<file path="src/rtl/shift_unit.sv">
// Iterative one-bit-per-cycle shifter/rotator feeding a small result FIFO.
// Requests are accepted only when idle and the FIFO has room, so a push never overflows.
module shift_unit #(
  parameter int MemoryElementWidth = 12,
  parameter int NOut = 8
) (
  input  logic                          clock,
  input  logic                          reset,
  input  logic                          inValid,
  output logic                          inReady,
  input  logic [1:0]                    inOp,
  input  logic [MemoryElementWidth-1:0] inValue,
  input  logic [MemoryElementWidth-1:0] inAmount,
  output logic                          outValid,
  input  logic                          outReady,
  output logic [MemoryElementWidth-1:0] outData,
  output logic [$clog2(NOut+1)-1:0]     outCount,
  output logic                          busy
);
  localparam int W = MemoryElementWidth;
  localparam int RemW = $clog2(W + 1);
  localparam int PtrW = $clog2(NOut);
  localparam int CntW = $clog2(NOut + 1);

  localparam logic [1:0] IDLE  = 2'd0;
  localparam logic [1:0] SHIFT = 2'd1;
  localparam logic [1:0] WRITE = 2'd2;

  localparam logic [1:0] OP_SLL = 2'd0;
  localparam logic [1:0] OP_SRL = 2'd1;
  localparam logic [1:0] OP_SRA = 2'd2;

  logic [1:0]      state_q, state_d;
  logic [W-1:0]    acc_q, acc_d;
  logic [1:0]      op_q, op_d;
  logic [RemW-1:0] rem_q, rem_d;
  logic [PtrW-1:0] wr_ptr_q, wr_ptr_d;
  logic [PtrW-1:0] rd_ptr_q, rd_ptr_d;
  logic [CntW-1:0] count_q, count_d;
  logic [W-1:0]    mem_q [NOut];

  logic            accept, push, pop;
  logic [W-1:0]    amt_mod;
  logic [RemW-1:0] rem_init;
  logic [W-1:0]    acc_step;

  assign inReady  = (state_q == IDLE) && (count_q < CntW'(NOut));
  assign accept   = inValid && inReady;
  assign push     = (state_q == WRITE);
  assign pop      = outValid && outReady;
  assign outValid = (count_q != '0);
  assign outCount = count_q;
  assign busy     = (state_q != IDLE);
  assign outData  = outValid ? mem_q[rd_ptr_q] : '0;

  // Rotation only needs the residue; plain shifts saturate at W, which already clears/sign-fills.
  assign amt_mod = inAmount % W'(W);

  always_comb begin
    rem_init = '0;
    if (inOp == 2'd3) begin
      rem_init = amt_mod[RemW-1:0];
    end else if (inAmount >= W'(W)) begin
      rem_init = RemW'(W);
    end else begin
      rem_init = inAmount[RemW-1:0];
    end
  end

  always_comb begin
    case (op_q)
      OP_SLL:  acc_step = {acc_q[W-2:0], 1'b0};
      OP_SRL:  acc_step = {1'b0, acc_q[W-1:1]};
      OP_SRA:  acc_step = {acc_q[W-1], acc_q[W-1:1]};
      default: acc_step = {acc_q[W-2:0], acc_q[W-1]};
    endcase
  end

  always_comb begin
    state_d  = state_q;
    acc_d    = acc_q;
    op_d     = op_q;
    rem_d    = rem_q;
    wr_ptr_d = wr_ptr_q;
    rd_ptr_d = rd_ptr_q;
    count_d  = count_q;
    case (state_q)
      IDLE: begin
        if (accept) begin
          acc_d   = inValue;
          op_d    = inOp;
          rem_d   = rem_init;
          state_d = (rem_init != '0) ? SHIFT : WRITE;
        end
      end
      SHIFT: begin
        acc_d = acc_step;
        rem_d = rem_q - 1'b1;
        if (rem_q == RemW'(1)) begin
          state_d = WRITE;
        end
      end
      WRITE: begin
        wr_ptr_d = (wr_ptr_q == PtrW'(NOut - 1)) ? '0 : wr_ptr_q + 1'b1;
        state_d  = IDLE;
      end
      default: state_d = IDLE;
    endcase
    if (pop) begin
      rd_ptr_d = (rd_ptr_q == PtrW'(NOut - 1)) ? '0 : rd_ptr_q + 1'b1;
    end
    case ({push, pop})
      2'b10:   count_d = count_q + 1'b1;
      2'b01:   count_d = count_q - 1'b1;
      default: count_d = count_q;
    endcase
  end

  always_ff @(posedge clock or posedge reset) begin
    if (reset) begin
      state_q  <= IDLE;
      acc_q    <= '0;
      op_q     <= '0;
      rem_q    <= '0;
      wr_ptr_q <= '0;
      rd_ptr_q <= '0;
      count_q  <= '0;
    end else begin
      state_q  <= state_d;
      acc_q    <= acc_d;
      op_q     <= op_d;
      rem_q    <= rem_d;
      wr_ptr_q <= wr_ptr_d;
      rd_ptr_q <= rd_ptr_d;
      count_q  <= count_d;
    end
  end

  // Storage is left uncleared; the count gates what is visible.
  always_ff @(posedge clock) begin
    if (push) begin
      mem_q[wr_ptr_q] <= acc_q;
    end
  end
endmodule
</file>
<file path="config.mk">
export PLATFORM = sky130hd
export DESIGN_NAME = shift_unit
export DESIGN_NICKNAME = d
export VERILOG_FILES = /design/src/rtl/shift_unit.sv
export SDC_FILE = /design/constraint.sdc
export NUM_CORES = 1
export LEC_CHECK = 0
export CORE_UTILIZATION = 45
export CTS_BUF_LIST = sky130_fd_sc_hd__clkbuf_8 sky130_fd_sc_hd__clkbuf_16
export DETAILED_ROUTE_END_ITERATION = 8
export HOLD_SLACK_MARGIN = 0.03
export PLACE_DENSITY = 0.65
export SETUP_SLACK_MARGIN = 0.15
export SLEW_MARGIN = 20
export SYNTH_ARGS = -nofsm -noshare
export SYNTH_HDL_FRONTEND = slang
export SYNTH_SLANG_ARGS = --single-unit
</file>
<file path="constraint.sdc">
create_clock -name clock -period 2.9 [get_ports clock]
set_input_delay 0.435 -clock clock [delete_from_list [all_inputs] [get_ports clock]]
set_output_delay 0.435 -clock clock [all_outputs]
set_load 0.03 [all_outputs]
</file>
==> results of run 1 <==
[state kept, by name, indices dropped and copies added, names as in the netlist]
register  cells
mem_q        96
acc_q        12
outCount      4
rem_q         4
rd_ptr_q      3
wr_ptr_q      3
op_q          2
state_q       2
[cells by family after synthesis]
kind of cell             Yosys count
buffers and inverters             41
AND/OR/NAND/NOR                  155
AO/OA/AOI/OAI                     62
XOR/XNOR                          14
flip-flops                       126
adder cells (fa/ha/maj)           10
multiplexers                      44
[synthesized netlist by cell type (2+ instances only)]
cell      instances
nand2_1          64
nor3b_1           3
nand2b_1          4
buf_6             2
a211oi_1          2
nor3_1            7
o21ai_0           5
a21o_1            6
nor2_1           26
xnor2_1           8
edfxtp_1         96
or4_1             2
o31ai_1           4
nor4_1            7
mux2_1            5
o211ai_1          3
and2_1            2
xor2_1            6
and4_1            4
inv_1            13
nand4_1           3
a21oi_1           8
mux2i_1          14
ha_1              9
clkbuf_1         23
a22oi_2           2
nand3b_1          3
mux4_2           24
a31oi_1          13
o21ai_1           4
nand3_1           9
or3_4             2
and3_1           11
dfrtp_1          30
[what timing repair did]
action,in CTS,in global routing
gates cloned,0,1
pin swaps,0,1
resized for setup,9,5
endpoints found under the setup margin,9,4
[worst register-to-register path, cell delays in order (launching register included)]
cell	delay, ns
dfrtp_1	0.43
nor4_2	0.38
inv_2	0.07
nand2_1	0.18
inv_1	0.07
ha_1	0.24
ha_1	0.28
a21o_1	0.18
a21oi_1	0.17
xnor2_1	0.15
nor2_1	0.07
xor2_1	0.14
[area by class of cell]
| class | instances | area share (%) |
|---|---|---|
| Multi-Input combinational cell | 285 | 29.6 |
| Clock buffer | 17 | 5.59 |
| Sequential cell | 126 | 47.8 |
| Clock inverter | 15 | 2.63 |
| Timing Repair Buffer | 90 | 10.9 |
| Inverter | 14 | 0.691 |
| Tap cell | 172 | 2.83 |
[report_power, final]
part           total, mW  switching [mW]  internal, mW
Sequential          2.82           0.441          2.38
Clock               2.24           0.733          1.50
Combinational       2.76            1.49          1.27
[stage by stage]
step / TNS [ns] / hold WS [ns] / cells / utilization (%)
after global routing: 0 / 0.441 / 719 / 59.1
after detailed placement: -0.694 / 0.539 / 686 / 54.0
after CTS: 0 / 0.408 / 718 / 58.8
after floorplan: 0 / 0.505 / 452 / -
after global placement: -0.546 / 0.517 / 686 / 54.0
final: 0 / 0.402 / 719 / 59.1
[worst paths after layout]
check / endpoint / start
worst min register to register: rem_q[1] / rem_q[1]
worst max-delay path: state_q[0] / inAmount[7]
max in group asynchronous: rd_ptr_q[0] / reset
worst min-delay path: outCount[0] / reset
min in group clock: rem_q[1] / rem_q[1]
worst max register to register: outCount[3] / outCount[3]
[layer usage]
layer	vias up	track usage, %	routed length [microns]
li1	1884	-	-
met4	0	6.57	190
met2	122	34.5	6790
met5	-	0	0
met1	2012	24.3	5440
met3	16	5.28	578
==> reports/results.tsv, run 1 <==
stage	metric	value	unit
floorplan	Die W	118	microns
synthesis	ys flop type	edfxtp_1	
critical_path	CP Max Fanout	11	
sta	Post-Route Skew	0.00551	ns
critical_path	worst-path cell chain	clkdlybuf4s50_1 -> buf_4 -> and3b_1 -> a21o_1 -> o211a_2 -> or3_4 -> or3_4 -> a2111oi_4 -> a211oi_2 -> o31a_1	
cells_and_area	layout cell share with drive strength beyond 1	20.5	%
sta	period utilization	92.9	%
floorplan	Die ar.	0.0139	sq mm
synthesis	number of synthesized flops with an enable pin	96	
sta	Slew Limit Fails	0	
critical_path	Worst path depth	10	
synthesis	Synth Area in Adders	2.20	%
drt	DR WL/cell	18.1	microns
drt	WL final	13000	microns
hold_path	worst min-delay path class	in2async	
pwr	Pleak	2.92	nW
synthesis	Distinct cells, synth	62	
drt	Vias	4034	
clocking	root buffer cell	clkbuf_16	
grt	largest net degree at the start of global routing	31	
critical_path	worst path bufs/invs	2	
sta	Final Hold Vio Count	0	
synthesis	Async S/R FF share, synth	23.8	%
cells_and_area	commonest non-fill, non-tap cell in the layout	edfxtp_1	
critical_path	slowest cell on the critical path	clkdlybuf4s50_1	
placed_design	Port-buffer cells	48	
synthesis	Post-Synth Simple-Gate Area	12.9	%
grt	initial antenna violation count	0	
synthesis	main combinational cell family by area after synthesis	simple AND/OR/NAND/NOR gates	
critical_path	kind of critical path	in2reg	
clocking	# hold bufs at CTS	0	
pwr	Tot Pwr	7.82	mW
grt	vias in the first global route	4130	
placed_design	HPWL after DPL	8510	microns
synthesis	mux contribution to synthesized area	12.4	%
synthesis	Syn Inst Count	452	
floorplan	Die H	118	microns
cells_and_area	FF/Latch Area	0.00363	sq mm
clocking	Setup Buffers After CTS	0	
grt	total track usage	20.0	%
cells_and_area	most frequent cells in the layout	96 x edfxtp_1, 64 x nand2_1, 42 x buf_4, 33 x clkdlybuf4s50_1, 29 x dfrtp_1	
sta	Slew headroom	46.4	%
sta	PnR worst setup slack	0.205	ns
placed_design	GP Congestion	0.870	
synthesis	Synth Cell Area	0.00604	sq mm
pwr	power per cell area	1030	mW/mm^2
synthesis	Yosys reg bits	126	
critical_path	Most common cell on crit path	or3_4	
synthesis	cell accounting for the most synthesized area	edfxtp_1	
run	max_cap viols	0	
clocking	clock-pin slew on the worst setup and hold paths	0.05	ns
clocking	CTS Buf Count	17	
critical_path	CP Data Required Time	3.20	ns
synthesis	syn avg cell area	13.4	sq um
sta	Worst-Margin Slew	0.799	ns
critical_path	Critical Path Max Stage Delay	0.45	ns
cells_and_area	design area	0.00761	sq mm
floorplan	Initial Util	46.9	%
clocking	Max clock buf depth	2	
floorplan	core area	0.0129	sq mm
synthesis	post-synthesis compound-gate area fraction	7.50	%
placed_design	Post-DP Area	0.00696	sq mm
drt	Antenna Nets Post-Route	0	
sta	FMAX	371	MHz
synthesis	register area share after synthesis	60.2	%
cells_and_area	area of the multi-input gates	0.00225	sq mm
critical_path	CP Capture Type	flop	
critical_path	CP startpoint kind	input port	
synthesis	synth top area cells	edfxtp_1 48%, dfrtp_1 12%, mux4_2 8.9%, nand2_1 4.0%, mux2i_1 2.3%	
critical_path	CP top delay family	compound AO/OA/AOI/OAI gates	
cells_and_area	Filler Cells Inserted	1026	
clocking	H-tree levels	4	
drt	# DRC	0	
sta	final number of setup-violating endpoints	0	
pwr	Max VDD drop	0.585	mV
synthesis	area share of the largest cell type after synthesis	47.7	%
sta	RSZ-0062 raised after global routing	yes	
floorplan	Ports	49	
drt	Iter 0 DRT Violations	255	
drt	Via density	5.61	
cells_and_area	Final nets	574	
sta	crit path time final	2.70	ns
critical_path	flop-to-flop setup slack	0.43	ns
floorplan	Rows	41	
synthesis	xor-xnor portion of the synthesized cell area	2.03	%
cells_and_area	# diodes	0	
critical_path	r2r worst-path depth	11	
clocking	TritonCTS clock tree	yes	
critical_path	CP arrival	2.99	ns
drt	Pre-antenna DRT Iters	5	
synthesis	YS warnings	0	
grt	global-route wire length before repair	21100	microns
cells_and_area	Layout area overhead	26.0	%
synthesis	syn_nets	492	
outcome	run status	finished clean	
placed_design	pre-CTS WS	-0.241	ns
clocking	CTS Sinks	126	
clocking	Skew-Pair Late Insertion Delay	0.41	ns
grt	GRT Residual Overflow	0	
No activity file was read; power rests on OpenSTA's default activity.
==> inputs of run 2 (changes only) <==
Settings changed: CORE_ASPECT_RATIO set to 0.7.
==> run 2 against run 1 <==
Via count shrank 0.22%. Worst hold slack improved by 0.0075 ns. Count of clock-buffer cells in the layout did not move. Critical endpoint is now outData[1]. Largest power group unchanged.
==> reports/results.tsv, run 2 (synthesis gave the netlist of run 1 again) <==
stage	metric	value	unit
pwr	P_int	4.89	mW
grt	met1 Use GR	28.7	%
pwr	power share of the clock group	26.1	%
sta	RSZ-0062 raised after global routing	no	
floorplan	Die H	98.9	microns
run	max_cap viols	0	
critical_path	CP Capture Type	output pin	
placed_design	HPWL after DPL	8830	microns
clocking	CTS Buf Count	17	
cells_and_area	Layout area overhead	25.3	%
cells_and_area	biggest regs	mem_q x96, acc_q x12	
placed_design	Port-buffer cells	48	
clocking	# hold bufs at CTS	0	
floorplan	Die W	140	microns
cells_and_area	layout cell share with drive strength beyond 1	21.1	%
drt	DR WL/cell	18.5	microns
outcome	run status	finished clean	
placed_design	# placed instances	682	
sta	final number of setup-violating endpoints	0	
drt	Iter 0 DRT Violations	321	
placed_design	GP Congestion	0.861	
critical_path	flop-to-flop setup slack	0.47	ns
sta	FMAX	378	MHz
drt	Via density	5.63	
critical_path	worst path bufs/invs	2	
pwr	Max VDD drop	0.528	mV
sta	Slew Limit Fails	0	
sta	Worst-Margin Slew	0.934	ns
cells_and_area	max FFs per register	96	
grt	largest net degree at the start of global routing	31	
floorplan	Rows	35	
critical_path	CP arrival	2.21	ns
clocking	Skew-Pair Late Insertion Delay	0.41	ns
drt	Antenna Nets Post-Route	0	
placed_design	pre-CTS WS	-0.270	ns
cells_and_area	design area	0.00756	sq mm
sta	Post-Route Skew	0.00811	ns
pwr	sw frac	35.6	%
critical_path	CP Data Required Time	2.47	ns
floorplan	Die ar.	0.0139	sq mm
cells_and_area	post-layout util	57.6	%
pwr	combinational power share	36.3	%
sta	PnR worst setup slack	0.254	ns
critical_path	slowest cell on the critical path	mux4_2	
cells_and_area	commonest non-fill, non-tap cell in the layout	edfxtp_1	
pwr	Pleak	2.90	nW
cells_and_area	Final nets	576	
critical_path	CP top delay family	multiplexers	
grt	initial antenna violation count	0	
critical_path	CP Max Fanout	14	
clocking	CTS Sinks	126	
critical_path	worst-path cell chain	buf_12 -> mux4_2 -> mux2i_2 -> nor2_1 -> dlygate4sd2_1	
pwr	Tot Pwr	7.60	mW
floorplan	Initial Util	46.0	%
placed_design	Post-DP Area	0.00696	sq mm
clocking	TritonCTS clock tree	yes	
hold_path	worst min-delay path class	in2async	
drt	# DRC	0	
grt	global-route wire length before repair	20900	microns
drt	Pre-antenna DRT Iters	5	
critical_path	Critical Path Max Stage Delay	0.54	ns
sta	Final Hold Vio Count	0	
clocking	Max clock buf depth	2	
sta	period utilization	91.3	%
drt	Vias	4025	
grt	vias in the first global route	3925	
sta	crit path time final	2.65	ns
cells_and_area	Largest Register	mem_q	
critical_path	CP startpoint kind	flop	
cells_and_area	Cell Count, Final, Fillers Out	715	
floorplan	core area	0.0131	sq mm
clocking	H-tree levels	4	
clocking	root buffer cell	clkbuf_16	
critical_path	kind of critical path	reg2out	
grt	busiest grt layer	met2	
grt	met3 GRT Util	4.37	%
cells_and_area	# diodes	0	
pwr	Sw Pwr	2.71	mW
sta	Slew headroom	37.3	%
clocking	clock-pin slew on the worst setup and hold paths	0.06	ns
grt	met2 GRT Util	31.6	%
pwr	power per cell area	1000	mW/mm^2
cells_and_area	most frequent cells in the layout	96 x edfxtp_1, 64 x nand2_1, 41 x buf_4, 34 x clkdlybuf4s50_1, 29 x dfrtp_1	
grt	total track usage	20.3	%
floorplan	Ports	49	
grt	GRT Residual Overflow	0	
pwr	sequential share of power	37.6	%
drt	WL final	13200	microns
==> run 2: path summary, 6_finish.rpt <==
check | cells past startpoint | endpoint | startpoint
max in group asynchronous | 3 | acc_q[0] | reset
max | 5 | outData[1] | rd_ptr_q[0]
min | 3 | outCount[1] | reset
min in group clock | 2 | rem_q[1] | rem_q[1]
min reg2reg | 2 | rem_q[1] | rem_q[1]
max reg2reg | 11 | outCount[3] | outCount[2]
==> run 2: power groups by stage <==
stage / Clock (mW) / Sequential, mW / Combinational (mW)
floorplan: 0 / 2.71 / 1.95
detailed placement: 0 / 2.88 / 2.82
global route: 2.10 / 2.91 / 3.02
finish: 1.98 / 2.85 / 2.76
global placement: 0 / 2.84 / 2.76
CTS: 2.01 / 2.85 / 2.73
==> run 2: routing by layer <==
| metal | routed length, microns | vias to the layer above |
|---|---|---|
| li1 | - | 1888 |
| met1 | 6250 | 2008 |
| met2 | 6160 | 115 |
| met3 | 662 | 14 |
| met4 | 133 | 0 |
| met5 | 0 | - |
==> run 2: what timing repair did <==
item,in CTS,in global routing
gates cloned,0,1
pin swaps,0,2
buffers inserted,0,0
hold endpoints to repair,0,0
setup endpoints to repair,11,4
gates resized for setup,11,10
==> run 2: worst reg2reg max path, delay by kind of cell (launching register included) <==
kind            cells  cell delay, ns
flops               1            0.42
simple gates        3            0.64
fa+ha+maj           2            0.51
compound gates      2            0.34
buf+inv             2            0.13
xor+xnor            2            0.28
==> run 2: area by class of cell <==
type	instances	area [sq um]
flip-flops and latches	126	3630
inverters	14	52.6
clock inverters	15	131
clock buffers	17	425
fillers	1053	5570
multi-input cells	285	2280
well taps	166	208
repair buffers	92	837
==> run 2: per-stage QoR <==
step,hold WS (ns),TNS (ns)
final,0.410,0
after global routing,0.444,0
after CTS,0.417,0
after detailed placement,0.533,-0.810
after global placement,0.527,-0.437
after floorplan,0.505,0
==> inputs of run 3 (changes only) <==
Settings changed: SKIP_CTS_REPAIR_TIMING set to 1.
==> run 3 against run 2 <==
Clock power about the same. Critical endpoint is now state_q[0]. Register-to-register slack about the same. Die area unchanged. Largest power group unchanged. Highest routed layer unchanged. Global-route usage about the same. Flip-flop and latch count unchanged. Non-clock buffer count down 1. Cell count down 0.14%. Power up 0.10%. Utilization up 0.12 points. Sequential power about the same.
==> reports/results.tsv, run 3 (synthesis gave the netlist of run 1 again) <==
stage	metric	value	unit
floorplan	Rows	35	
critical_path	CP startpoint kind	input port	
sta	Final Hold Vio Count	0	
cells_and_area	commonest non-fill, non-tap cell in the layout	edfxtp_1	
sta	Slew Limit Fails	0	
cells_and_area	biggest regs	mem_q x96, acc_q x12	
pwr	power per cell area	1000	mW/mm^2
outcome	run status	finished clean	
drt	Antenna Nets Post-Route	0	
cells_and_area	layout cell share with drive strength beyond 1	20.8	%
drt	DR WL/cell	18.3	microns
cells_and_area	design area	0.00758	sq mm
drt	WL final	13100	microns
placed_design	Post-DP Area	0.00696	sq mm
floorplan	Die H	98.9	microns
drt	Via density	5.63	
clocking	Max clock buf depth	2	
sta	PnR worst setup slack	0.246	ns
cells_and_area	# diodes	0	
critical_path	reg-to-reg endpoint	outCount[3]	
sta	crit path time final	2.65	ns
clocking	TritonCTS clock tree	yes	
floorplan	Die ar.	0.0139	sq mm
floorplan	core area	0.0131	sq mm
drt	# DRC	0	
clocking	root buffer cell	clkbuf_16	
hold_path	worst min-delay path class	in2async	
cells_and_area	most frequent cells in the layout	96 x edfxtp_1, 64 x nand2_1, 41 x buf_4, 34 x clkdlybuf4s50_1, 30 x dfrtp_1	
clocking	CTS Buf Count	17	
grt	total track usage	20.3	%
cells_and_area	Largest Register	mem_q	
critical_path	CP Max Fanout	12	
critical_path	CP Data Required Time	3.18	ns
cells_and_area	Layout area overhead	25.5	%
grt	initial antenna violation count	0	
clocking	CTS Sinks	126	
drt	Iter 0 DRT Violations	274	
run	max_cap viols	0	
sta	RSZ-0062 raised after global routing	no	
placed_design	GP Congestion	0.861	
placed_design	Port-buffer cells	48	
clocking	Skew-Pair Late Insertion Delay	0.41	ns
critical_path	flop-to-flop setup slack	0.47	ns
placed_design	HPWL after DPL	8830	microns
clocking	H-tree levels	4	
cells_and_area	max FFs per register	96	
grt	GRT Residual Overflow	0	
critical_path	CP Capture Type	flop	
sta	Worst-Margin Slew	0.884	ns
cells_and_area	Final nets	575	
pwr	Max VDD drop	0.526	mV
sta	Slew headroom	40.6	%
critical_path	CP arrival	2.94	ns
sta	FMAX	377	MHz
grt	vias in the first global route	3925	
sta	final number of setup-violating endpoints	0	
critical_path	r2r worst-path depth	11	
grt	global-route wire length before repair	20900	microns
critical_path	reg2reg start	outCount[2]	
floorplan	Ports	49	
critical_path	kind of critical path	in2reg	
floorplan	Die W	140	microns
pwr	Pleak	2.98	nW
floorplan	Initial Util	46.0	%
clocking	clock-pin slew on the worst setup and hold paths	0.06	ns
sta	Post-Route Skew	0.00910	ns
sta	period utilization	91.5	%
drt	Pre-antenna DRT Iters	5	
grt	largest net degree at the start of global routing	31	
drt	Vias	4023	
placed_design	pre-CTS WS	-0.270	ns
-- run 3: cell count changes in the layout (fill, tap and decap cells not counted) --
cell / before / now
clkbuf_16: 18 / 17
mux2i_1: 13 / 14
dlygate4sd2_1: 11 / 0
dfrtp_1: 29 / 30
dlymetal6s2s_1: 2 / 13
a22oi_2: 2 / 3
a22oi_1: 1 / 0
dfrtp_2: 1 / 0
mux2i_2: 1 / 0
-- run 3: layout make-up --
cell class	instances	area (sq um)
Inverter	14	52.6
Multi-Input combinational cell	285	2280
Clock buffer	17	425
Sequential cell	126	3630
Fill cell	1044	5560
Tap cell	166	208
Clock inverter	15	131
Timing Repair Buffer	91	853
-- run 3: worst max path at each step --
stage / startpoint / to / cells after the start
2_1_floorplan: outCount[2] / outCount[3] / 11
3_3_place_gp: inAmount[7] / state_q[0] / 10
3_5_place_dp: inAmount[6] / state_q[0] / 9
4_1_cts: rd_ptr_q[0] / outData[1] / 5
5_1_grt: inAmount[9] / rem_q[2] / 12
6_report: inAmount[9] / state_q[0] / 12
-- run 3: stage by stage --
stage | hold WS [ns] | setup TNS (ns) | utilization, % | cells | total power, mW
after floorplan | 0.505 | 0 | - | 452 | 4.66
after global placement | 0.527 | -0.437 | 52.9 | 682 | 5.60
after detailed placement | 0.533 | -0.810 | 52.9 | 682 | 5.70
after CTS | 0.417 | -0.0834 | 57.2 | 714 | 7.69
after global routing | 0.445 | 0 | 57.7 | 714 | 8.04
final | 0.408 | 0 | 57.7 | 714 | 7.61
-- run 3: layer usage --
metal	part of all wire (%)	vias up	global-route usage, %
li1	-	1887	-
met2	47	118	31.6
met1	48	2005	28.7
met5	0	-	0
met3	4.2	13	4.37
met4	0.81	0	6.69
-- run 3: critical path: stages --
cell and delay, ns:
clkdlybuf4s50_1 0.49, buf_6 0.16, nor4b_4 0.25, a22oi_2 0.15
a22o_1 0.27, nand3_1 0.07, buf_4 0.17, nor4_1 0.06
buf_4 0.14, a2111oi_4 0.34, a211oi_2 0.10, o31a_1 0.31
-- run 3: where the power goes --
| part | internal, mW | switching (mW) |
|---|---|---|
| Sequential | 2.38 | 0.466 |
| Clock | 1.24 | 0.744 |
| Combinational | 1.31 | 1.47 |
